### src/rtl/teclado_detector.sv
// teclado_detector: 4x4 active-low matrix keypad decoder.
//
// Row and column lines pass through 2-flop synchronizers. A sample is
// accepted as a key only when exactly one row and exactly one column are
// low; the code must then stay stable for DEBOUNCE_CYCLES samples before
// it is latched. Release is debounced in the same way before another key
// is considered, so there is no rollover.
//
// Optional feature macro: TECLADO_STROBE_EN adds key_strobe, a one-cycle
// pulse on the edge after key_pressed is loaded.
//
// Ports:
//   clk          system clock, rising edge
//   rst          synchronous reset, active low
//   row[3:0]     keypad rows, active low, bit 0 = top row
//   column[3:0]  keypad columns, active low, bit 0 = left column
//   key_pressed  code of the last accepted key, registered
//   key_strobe   (TECLADO_STROBE_EN only) one-cycle acceptance pulse
//
// state    | meaning
// ---------+----------------------------------------------------------
// IDLE     | no key down; waiting for a valid single-key sample
// DEBOUNCE | candidate captured; counting consecutive matching samples
// PRESSED  | key accepted; waiting for all lines to go idle
// RELEASE  | lines idle; counting consecutive idle samples
module teclado_detector #(
    parameter int unsigned DEBOUNCE_CYCLES = 16,
    parameter int unsigned CNT_W           = 16
) (
    input  logic       clk,
    input  logic       rst,
    input  logic [3:0] row,
    input  logic [3:0] column,
`ifdef TECLADO_STROBE_EN
    output logic       key_strobe,
`endif
    output logic [3:0] key_pressed
);

    typedef enum logic [1:0] {IDLE, DEBOUNCE, PRESSED, RELEASE} state_t;

    localparam logic [CNT_W-1:0] CNT_MAX = CNT_W'(DEBOUNCE_CYCLES);

    logic [3:0]       row_meta_q, row_meta_d, row_s_q, row_s_d;
    logic [3:0]       col_meta_q, col_meta_d, col_s_q, col_s_d;
    state_t           state_q, state_d;
    logic [CNT_W-1:0] cnt_q, cnt_d, cnt_inc;
    logic [3:0]       cand_q, cand_d;
    logic [3:0]       key_q, key_d;

    logic       row_one, col_one, sample_valid, sample_idle;
    logic [1:0] row_idx, col_idx;
    logic [3:0] sample_code;

    // Returns the index of the single low bit; ok is 0 when the pattern
    // does not have exactly one low bit.
    function automatic logic [2:0] one_cold(input logic [3:0] v);
        logic [2:0] r;
        unique case (v)
            4'b1110: r = 3'b100;
            4'b1101: r = 3'b101;
            4'b1011: r = 3'b110;
            4'b0111: r = 3'b111;
            default: r = 3'b000;
        endcase
        return r;
    endfunction

    function automatic logic [3:0] key_code(input logic [1:0] r, input logic [1:0] c);
        logic [3:0] k;
        unique case ({r, c})
            4'h0: k = 4'h1;  4'h1: k = 4'h2;  4'h2: k = 4'h3;  4'h3: k = 4'hA;
            4'h4: k = 4'h4;  4'h5: k = 4'h5;  4'h6: k = 4'h6;  4'h7: k = 4'hB;
            4'h8: k = 4'h7;  4'h9: k = 4'h8;  4'hA: k = 4'h9;  4'hB: k = 4'hC;
            4'hC: k = 4'hE;  4'hD: k = 4'h0;  4'hE: k = 4'hF;  default: k = 4'hD;
        endcase
        return k;
    endfunction

    always_comb begin
        row_meta_d = row;
        row_s_d    = row_meta_q;
        col_meta_d = column;
        col_s_d    = col_meta_q;

        {row_one, row_idx} = one_cold(row_s_q);
        {col_one, col_idx} = one_cold(col_s_q);
        sample_valid = row_one && col_one;
        sample_idle  = (row_s_q == 4'b1111) && (col_s_q == 4'b1111);
        sample_code  = key_code(row_idx, col_idx);
    end

    always_comb begin
        state_d = state_q;
        cnt_d   = cnt_q;
        cand_d  = cand_q;
        key_d   = key_q;
        cnt_inc = cnt_q + 1'b1;

        unique case (state_q)
            IDLE: begin
                if (sample_valid) begin
                    cand_d  = sample_code;
                    cnt_d   = CNT_W'(1);
                    state_d = DEBOUNCE;
                end
            end
            DEBOUNCE: begin
                if (sample_valid && (sample_code == cand_q)) begin
                    cnt_d = cnt_inc;
                    if (cnt_inc == CNT_MAX) begin
                        key_d   = cand_q;
                        state_d = PRESSED;
                    end
                end else begin
                    cnt_d   = '0;
                    state_d = IDLE;
                end
            end
            PRESSED: begin
                if (sample_idle) begin
                    cnt_d   = CNT_W'(1);
                    state_d = RELEASE;
                end
            end
            RELEASE: begin
                if (sample_idle) begin
                    cnt_d = cnt_inc;
                    if (cnt_inc == CNT_MAX) begin
                        state_d = IDLE;
                    end
                end else begin
                    cnt_d   = '0;
                    state_d = PRESSED;
                end
            end
            default: begin
                cnt_d   = '0;
                state_d = IDLE;
            end
        endcase
    end

    always_ff @(posedge clk) begin
        if (!rst) begin
            row_meta_q <= 4'b1111;
            row_s_q    <= 4'b1111;
            col_meta_q <= 4'b1111;
            col_s_q    <= 4'b1111;
            state_q    <= IDLE;
            cnt_q      <= '0;
            cand_q     <= 4'h0;
            key_q      <= 4'h0;
        end else begin
            row_meta_q <= row_meta_d;
            row_s_q    <= row_s_d;
            col_meta_q <= col_meta_d;
            col_s_q    <= col_s_d;
            state_q    <= state_d;
            cnt_q      <= cnt_d;
            cand_q     <= cand_d;
            key_q      <= key_d;
        end
    end

    assign key_pressed = key_q;

`ifdef TECLADO_STROBE_EN
    // loaded_q marks the cycle key_pressed was loaded; the strobe follows
    // one edge later so consumers see the new code already stable.
    logic loaded_q, loaded_d, key_strobe_q, key_strobe_d;

    always_comb begin
        loaded_d     = (state_q == DEBOUNCE) && (state_d == PRESSED);
        key_strobe_d = loaded_q;
    end

    always_ff @(posedge clk) begin
        if (!rst) begin
            loaded_q     <= 1'b0;
            key_strobe_q <= 1'b0;
        end else begin
            loaded_q     <= loaded_d;
            key_strobe_q <= key_strobe_d;
        end
    end

    assign key_strobe = key_strobe_q;
`endif

endmodule

### config.mk
export PLATFORM = sky130hd
export DESIGN_NAME = teclado_detector
export DESIGN_NICKNAME = d
export VERILOG_FILES = /design/src/rtl/teclado_detector.sv
export SDC_FILE = /design/constraint.sdc
export NUM_CORES = 1
export LEC_CHECK = 0
export CAP_MARGIN = 20
export CORE_UTILIZATION = 49
export DETAILED_ROUTE_END_ITERATION = 8
export PLACE_DENSITY = 0.77
export SYNTH_ARGS = -nofsm -noshare
export SYNTH_HDL_FRONTEND = slang
export SYNTH_SLANG_ARGS = --single-unit
### constraint.sdc
create_clock -name clk -period 2.8 [get_ports clk]
set_input_delay 0.56 -clock clk [delete_from_list [all_inputs] [get_ports clk]]
set_output_delay 0.56 -clock clk [all_outputs]
set_load 0.05 [all_outputs]
After elaboration in Yosys (flattened, before gate mapping)

Memories as Yosys holds them, arrays and structs flattened.
Cells that the tools add are included.

Bits in read-only memories: 64
Flip-flop bits (word level): 42
Word-level logic and storage cells: 51
RAM bits: 0
Latch bits: 0
Memories kept: 1
Output and inout bits: 4
Input port bits: 10

Memories:

| name             | words | width | read ports | clocked after Yosys merged registers in | write ports | line | text |
|---|---|---|---|---|---|---|---|
| (name not given) | 16    | 4     | 1          | 0                                       | 0           | 71   | `unique case ({r, c})` |

Muxes and demuxes: 14
Reduce and logical (&&, ||, !) cells: 8
$lt $le $gt $ge: 0
Bitwise logic cells: 0
Multiply operators: 0
Shift-type cells: 0
$add $sub $neg: 1
Divide/modulo/power cells: 0
Equality and inequality tests: 19

Operators with widths:

| kind                  | number |
|---|---|
| $mux 16               | 4 |
| $pmux 16 s4           | 1 |
| $eq 4x4->1 const B    | 8 |
| $pmux 3 s4            | 2 |
| $add 16x1->16 const B | 1 |
| $eq 16x5->1 const B   | 1 |
| $mux 2                | 6 |
| $eq 4x3->1 const B    | 2 |
| $pmux 2 s4            | 1 |
| $ne 3x3->1 const B    | 2 |
| $eq 2x2->1 const B    | 2 |
| $eq 4x4->1            | 1 |
| $ne 2x2->1 const B    | 2 |
| $reduce_and 2->1      | 2 |
| $reduce_and 4->1      | 1 |
| $logic_and 1x1->1     | 3 |
| $reduce_and 3->1      | 1 |
| $eq 2x1->1 const B    | 1 |
| $logic_not 2->1       | 1 |

Depth between registers and ports, before layout

Gate-level depths: netlist of run 1.
An unclocked memory read counts as a cell.

Depth in word-level cells: 7
Depth in mapped cells: 9
Gate-level depth less buffers: 8

Worst setup path after synthesis of run 1

Ideal clock, no wire load.

Path type: register to register
From: reg row_s_q[3]
To: reg cnt_q[4]
Cell stages (with the launch flop): 9
Path buffers: 1
Data required time: 2.697 ns
Setup slack: 0.268 ns
Period minus slack after synthesis: 2.532 ns
Library setup time: 0.103 ns
Data arrival time: 2.429 ns
Cells stage by stage: dfxtp_1 -> buf_6 -> xnor2_1 -> nor2_1 -> o211ai_1 -> mux2_2 -> nor4_4 -> a221oi_2 -> a2111oi_2

Word-level cells in the longest chain between the ends: 7
Elaborated cells between the ends (all ways): 17
Those cells by class: eq/ne (8); mux (4); reduce/logical (4); memory (1)

Ends and longest elaborated chain:

| what                                            | line | text |
|---|---|---|
| start, declared                                 | 44   | `logic [3:0] row_meta_q, row_meta_d, row_s_q, row_s_d;` |
| start signal, assigned                          | 156  | `row_s_q <= row_s_d;` |
| $eq 4x3->1 / $eq 4x4->1 (equally long branches) | 59   | `unique case (v)` |
| $pmux 3 s4                                      | 59   |  |
| $mem_v2 16x4                                    | n/a  |  |
| $eq 4x4->1                                      | 109  | `if (sample_valid && (sample_code == cand_q)) begin` |
| $logic_and 1x1->1                               | 109  |  |
| $mux 16                                         | 109  |  |
| $pmux 16 s4                                     | 100  | `unique case (state_q)` |
| end signal, assigned                            | 160  | `cnt_q <= cnt_d;` |
| end, declared                                   | 47   | `logic [CNT_W-1:0] cnt_q, cnt_d, cnt_inc;` |

Several ways; a longest one is shown, not always the timed one.
A chain may end at the register's enable or synchronous reset.

Worst setup path in the final report of run 1

From: reg row_s_q[2]
To: reg cnt_q[4]

Same word-level chain as after synthesis.

==> impl_metrics.json, run 1 <==
{
  "synth-compound-area-share": 0.237,
  "wl_per_cell_um": 14.5,
  "dpl.cell_count": 403,
  "gp_congestion": 0.936,
  "setup_viol": 0,
  "synth_top_area_cell": "dfxtp_1",
  "crit_path_top_delay_cell": "dfxtp_1",
  "yosys-top-cells-area": "dfxtp_1 32%, nand2_1 5.3%, a21oi_1 4.6%, nand2b_1 4.3%, o21ai_0 3.5%",
  "clock_path_buffers": 2,
  "syn_area_per_cell_um2": 8.05,
  "first_global_vias": 2110,
  "die_w_um": 75.0,
  "cp_max_fo": 16,
  "seqPwrFrac": 0.493,
  "drt-total-wl_um": 5980,
  "diodes": 0,
  "setup_tns_ns": 0,
  "initial_core_util": 0.511,
  "p_sw_mw": 0.393,
  "synth.distinct_cells": 61,
  "start_kind": "register",
  "synth_edf_count": 0,
  "areaGrowthSynthToFinish_pct": 14.3,
  "critPathArrivalTime_ns": 2.88,
  "intPower_mw": 0.904,
  "cts.sinks": 42,
  "timing.hold.ws_ns": 0.413,
  "core_um2": 5110,
  "drtIter0Drc": 390,
  "cts_hold_buf": 0,
  "gr-total-overflow": 0,
  "power.share.combinational": 0.176,
  "rsz0062_at_grt": "no",
  "synthXorXnorAreaFrac": 0.0441,
  "max_slew_margin": 0.664,
  "synthAdderAreaFrac": 0.00480,
  "p_leak_nw": 1.06,
  "post-cts-setup-buffer-count": 0,
  "hpwl_um": 4160,
  "antenna_found_initial": 0,
  "layout_min_cycle_time_ns": 2.67,
  "yosysTopAreaCellShare": 0.322,
  "finClkSkew_ns": 0.00254,
  "crit_required_ns": 3.01,
  "tritoncts": "yes",
  "ant_nets": 0,
  "critPathMaxStageDelay_ns": 0.41,
  "drv_cap": 0,
  "drtPass1Iterations": 6,
  "swShare": 0.303,
  "synth-main-ff-cell": "dfxtp_1",
  "grt_usage": 0.222,
  "htreeDepth": 2,
  "max_slew.worst_pin.slew_ns": 0.499,
  "via_per_inst": 6.10,
  "powerDensity_nw_per_um2": 435,
  "clk_latency_ns": 0.30,
  "crit_type": "reg2reg",
  "synth_warnings": 0,
  "report.final.slew_viol_count": 0,
  "vias": 2509,
  "fin_nets": 351,
  "die_h_um": 75.0,
  "hold_path_class": "reg2reg",
  "cts_root_buf": "clkbuf_8",
  "grt_max_degree": 30,
  "synth_fp_nets": 335,
  "syn-instance-count": 324,
  "std_cell_rows": 26,
  "finalCritPeriodShare": 0.953,
  "grt_first_pass_wirelength_um": 9540,
  "seq_area_frac_synth": 0.322,
  "max_freq_ghz": 0.375,
  "yosys.area_share.simple": 0.302,
  "hold_viol": 0,
  "synth_top_family_by_area": "simple AND/OR/NAND/NOR gates",
  "dieArea_um2": 5620,
  "async_reset_ff_frac": 0,
  "ir_worst_vdd_uv": 255,
  "drive_gt1_frac": 0.138,
  "pwr-share-clk": 0.331,
  "cts_made_buffers": 5,
  "endpoint_kind": "register",
  "io_pins": 14,
  "worstPathCellList": "and2_1 > a211o_1 > o211ai_1 > mux2_2 > nor4_4 > buf_12 > a221oi_2 > a2111oi_2",
  "drc": 0,
  "synth_area_um2": 2610,
  "ys_seq_elements": 42,
  "status": "complete, no violations",
  "io_buffers": 13,
  "final_cell_count_no_fill": 411,
  "clk_pin_slew_ns": 0.09,
  "synthMuxAreaShare": 0.0355
}
==> Yosys cell counts, types with 3 or more instances <==
cell      number
nor2_1        10
buf_2          6
buf_6          3
dfxtp_1       42
xnor2_1        7
nor4_1         6
and2_1         5
clkbuf_1      12
or2_2          4
nand2_1       37
nand3_1        8
mux2i_1        7
a211oi_1       5
nand3b_1       7
nor2b_1        4
a21oi_1       24
nand2b_1      18
and3_1         6
nand4_1        6
and4_1         3
a31oi_1        4
o211ai_1       4
nor3b_1        3
o31ai_1        3
nand4b_1       3
nor3_1         6
o22ai_1       14
o21ai_0       18
inv_1          7
xor2_1         3
==> cells in the final DEF, fill, tap and decap left out, types with 7 or more instances in the layout <==
cell / instances
nand3b_1: 7
a21oi_1: 24
nand3_1: 8
nand2b_1: 18
inv_1: 7
nor2_1: 10
nand2_1: 37
clkdlybuf4s50_1: 13
mux2i_1: 7
buf_4: 17
o21ai_0: 18
dfxtp_1: 39
o22ai_1: 14
==> power groups by stage <==
stage          logic, mW  clock network [mW]  registers [mW]
2_1_floorplan      0.169                   0           0.639
4_1_cts            0.224               0.440           0.638
5_1_grt            0.253               0.461           0.643
3_3_place_gp       0.219                   0           0.650
3_5_place_dp       0.221                   0           0.651
6_report           0.228               0.430           0.639
==> per-stage QoR <==
stage,area [um^2],worst slack (ns),util,power (mW)
after floorplan,2610,0.268,-,0.809
after global placement,2860,0.0661,0.560,0.869
after detailed placement,2860,0.0143,0.560,0.872
after CTS,2970,0.0975,0.582,1.30
after global routing,2980,0.0407,0.584,1.36
final,2980,0.131,0.584,1.30
==> path summary, 6_finish.rpt <==
kind                 start    endpoint  slack, ns  depth (start not counted)
max reg2reg     row_s_q[2]    cnt_q[4]       0.13                          8
min          row_meta_q[0]  row_s_q[0]       0.41                          1
min reg2reg  row_meta_q[0]  row_s_q[0]       0.41                          1
max             row_s_q[2]    cnt_q[4]       0.13                          8
==> critical path: cells and delay by family (launching register included) <==
| kind | cells | cell delay [ns] |
|---|---|---|
| simple gates | 2 | 0.59 |
| flops | 1 | 0.41 |
| mux | 1 | 0.40 |
| buf+inv | 1 | 0.19 |
| compound gates | 4 | 0.96 |
==> flip-flops by register name, summed over array words and instances, names as in the netlist <==
name and count:
cnt_q 16, col_s_q 4, key_pressed 4, state_q 2, row_meta_q 4, row_s_q 4, cand_q 4, col_meta_q 4
==> per-layer routing <==
| layer | part of all wire | GRT usage |
|---|---|---|
| met1 | 0.45 | 0.310 |
| met2 | 0.46 | 0.337 |
| met3 | 0.076 | 0.0348 |
| met4 | 0.014 | 0.101 |
| met5 | 0 | 0 |
==> what timing repair did <==
action / in CTS / in global routing
pin swaps: 0 / 0
endpoints found under the setup margin: 4 / 7
gates resized for setup: 3 / 3
gates cloned: 0 / 0
==> logic make-up after synthesis <==
family          Yosys count
xor+xnor                 11
compound gates           95
flops                    42
buf+inv                  29
mux                       9
fa+ha+maj                 1
simple gates            137
==> area by class of cell <==
cell class	count	area (um^2)
fillers	458	2130
multi-input cells	253	1650
flip-flops and latches	42	845
repair buffers	31	278
well taps	70	87.6
clock buffers	5	68.8
clock inverters	3	26.3
inverters	7	26.3
No activity file was read; power rests on OpenSTA's default activity.
==> inputs of run 2 (changes only) <==
--- a/config.mk
+++ b/config.mk
@@ -5,10 +5,12 @@
 export SDC_FILE = /design/constraint.sdc
 export NUM_CORES = 1
 export LEC_CHECK = 0
+export ABC_AREA = 1
 export CAP_MARGIN = 20
 export CORE_UTILIZATION = 49
 export DETAILED_ROUTE_END_ITERATION = 8
-export PLACE_DENSITY = 0.77
+export GPL_TIMING_DRIVEN = 1
+export PLACE_DENSITY = 0.78
 export SYNTH_ARGS = -nofsm -noshare
 export SYNTH_HDL_FRONTEND = slang
 export SYNTH_SLANG_ARGS = --single-unit
==> run 2 against run 1 <==
Net effect: the run now ends with DRC left; register-to-register slack better by 0.51 ns; critical path depth is 4 higher; total power is 2.8% lower; worst hold slack better by 0.0017 ns; global-route usage is 2.0 points lower; sequential power is 0.9% higher; maximum frequency is 24% higher; cell count is 3.4% higher; cell area is 12% lower; non-clock buffer count is 16 lower; count of clock-buffer cells in the layout stayed put; area after synthesis is 10% lower; critical path type unchanged; critical endpoint is now key_pressed[1]; largest cell class unchanged.
==> impl_metrics.json, run 2 <==
{
  "status": "finished with violations",
  "violations": "DRC",
  "setup_tns_ns": 0,
  "largest_register_ffs": 16,
  "max_freq_ghz": 0.463,
  "cts_made_buffers": 5,
  "seq_area_frac_synth": 0.359,
  "async_reset_ff_frac": 0,
  "endpoint_kind": "register",
  "synth.most_common_cell": "nand2_1",
  "tritoncts": "yes",
  "synth_fp_nets": 367,
  "gr-total-overflow": 0,
  "drtIter0Drc": 141,
  "antenna_found_initial": 0,
  "rr_startpoint": "cnt_q[0]",
  "die_h_um": 71.1,
  "crit_buf_inv": 0,
  "diodes": 0,
  "syn_area_per_cell_um2": 6.58,
  "vias": 2128,
  "r2r_cells": 12,
  "top_register": "cnt_q",
  "max_slew.worst_pin.slew_ns": 0.834,
  "io_pins": 14,
  "core_um2": 4470,
  "ir_worst_vdd_uv": 392,
  "crit_required_ns": 3.05,
  "post-cts-setup-buffer-count": 0,
  "rsz0062_at_grt": "no",
  "rrSetupSlack_ns": 0.64,
  "drive_gt1_frac": 0.137,
  "initial_core_util": 0.523,
  "final_cell_count_no_fill": 425,
  "dpl.cell_count": 417,
  "first_global_vias": 1966,
  "finClkSkew_ns": 0.00816,
  "synth.distinct_cells": 31,
  "dieArea_um2": 5060,
  "htreeDepth": 2,
  "layout_min_cycle_time_ns": 2.16,
  "gp_congestion": 0.867,
  "hold_path_class": "reg2reg",
  "synth_warnings": 0,
  "setup_viol": 0,
  "start_kind": "register",
  "wl_per_cell_um": 10.8,
  "hp-start": "col_meta_q[3]",
  "grt_max_degree": 32,
  "finalCritPeriodShare": 0.771,
  "layout_commonest_cell": "nand2_1",
  "ant_nets": 0,
  "max_slew_margin": 0.443,
  "cts_hold_buf": 0,
  "pre_cts_slack_ns": 0.642,
  "worstPathCellList": "ha_1 > nand2_1 > nor2_4 > nand4_1 > nor2_1 > xor2_1 > nor2_1 > nand3_2 > nor2_4 > nor2b_4 > nor2_1 > nor2_1",
  "cpMostUsedCell": "nor2_1",
  "die_w_um": 71.1,
  "p_total_mw": 1.26,
  "synth_edf_count": 0,
  "drt-total-wl_um": 4580,
  "yosys-top-cells-area": "dfxtp_1 36%, nand2_1 16%, inv_1 7.2%, nor2_1 6.1%, a21oi_1 5.1%",
  "cts.sinks": 42,
  "critPathTopFamily": "simple AND/OR/NAND/NOR gates",
  "fin_nets": 383,
  "crit_path_top_delay_cell": "dfxtp_1",
  "drv_cap": 0,
  "clock_path_buffers": 2,
  "critPathArrivalTime_ns": 2.41,
  "std_cell_rows": 24,
  "areaGrowthSynthToFinish_pct": 11.8,
  "cts_root_buf": "clkbuf_8",
  "crit_type": "reg2reg",
  "p_leak_nw": 1.16,
  "hold_viol": 0,
  "critPathMaxStageDelay_ns": 0.46,
  "cp_max_fo": 7,
  "grt_first_pass_wirelength_um": 8210,
  "final_cell_mix": "100 x nand2_1, 45 x inv_1, 42 x dfxtp_1",
  "report.final.slew_viol_count": 0,
  "clk_pin_slew_ns": 0.10,
  "powerDensity_nw_per_um2": 482,
  "synth_area_um2": 2340,
  "timing.hold.ws_ns": 0.414,
  "via_per_inst": 5.01,
  "synth_common_cells": "100 x nand2_1, 45 x inv_1, 42 x dfxtp_1",
  "drc": 2,
  "holdPathEnd": "col_s_q[3]",
  "synth-main-ff-cell": "dfxtp_1",
  "holdPathStages": 1,
  "ys_seq_elements": 42,
  "hpwl_um": 3430,
  "yosysTopAreaCellShare": 0.359,
  "clk_latency_ns": 0.31,
  "grt_usage": 0.203,
  "setup_ws_ns": 0.640,
  "syn-instance-count": 356,
  "io_buffers": 13,
  "drtPass1Iterations": 7,
  "synth_top_area_cell": "dfxtp_1",
  "r2r-end": "key_pressed[1]",
  "cts_resized": 0
}
==> run 2: changes by cell type in the layout (fill, tap and decap cells not counted), sizes merged, moves of 14 or more <==
cell	delta
buf	-16
nand2	+68
o22ai	-14
nor2	+37
inv	+40
nand2b	-18
nand3	+19
==> run 2: stage by stage <==
stage	util	instance area (um^2)
floorplan	-	2340
global placement	0.563	2520
detailed placement	0.563	2520
CTS	0.585	2620
global route	0.585	2620
finish	0.585	2620
==> run 2: worst max-delay path by stage <==
stage                  start        endpoint  slack, ns  cells after the start
CTS                 cnt_q[0]  key_pressed[1]       0.61                     12
floorplan           cnt_q[0]  key_pressed[0]       0.91                     12
global route        cnt_q[0]  key_pressed[1]       0.35                     12
global placement    cnt_q[0]  key_pressed[2]       0.69                     12
finish              cnt_q[0]  key_pressed[1]       0.64                     12
detailed placement  cnt_q[0]  key_pressed[1]       0.64                     12
==> run 2: routing by layer <==
layer | part of all wire | track usage
met5 | 0 | 0
met3 | 0.025 | 0.0342
met4 | 0.014 | 0.0844
met2 | 0.44 | 0.334
met1 | 0.52 | 0.263
==> run 2: final cells by class <==
class                      count  area [um^2]
multi-input combinational    260         1290
tap                           52         65.1
clock inverter                 3         28.8
fill                         421         1860
timing repair buffer          15          145
inverter                      48          180
sequential                    42          841
clock buffer                   5         68.8
==> run 2: kinds of logic after synthesis <==
logic type | Yosys count | synth area share
AND/OR/NAND/NOR | 217 | 0.447
XOR/XNOR | 4 | 0.0150
AO/OA/AOI/OAI | 38 | 0.0834
adder cells (fa/ha/maj) | 1 | 0.00534
flip-flops | 42 | 0.359
buffers and inverters | 54 | 0.0903
==> run 2: where the power goes <==
| part | internal [mW] | switching [mW] |
|---|---|---|
| Clock | 0.187 | 0.251 |
| Combinational | 0.0663 | 0.113 |
| Sequential | 0.623 | 0.0219 |
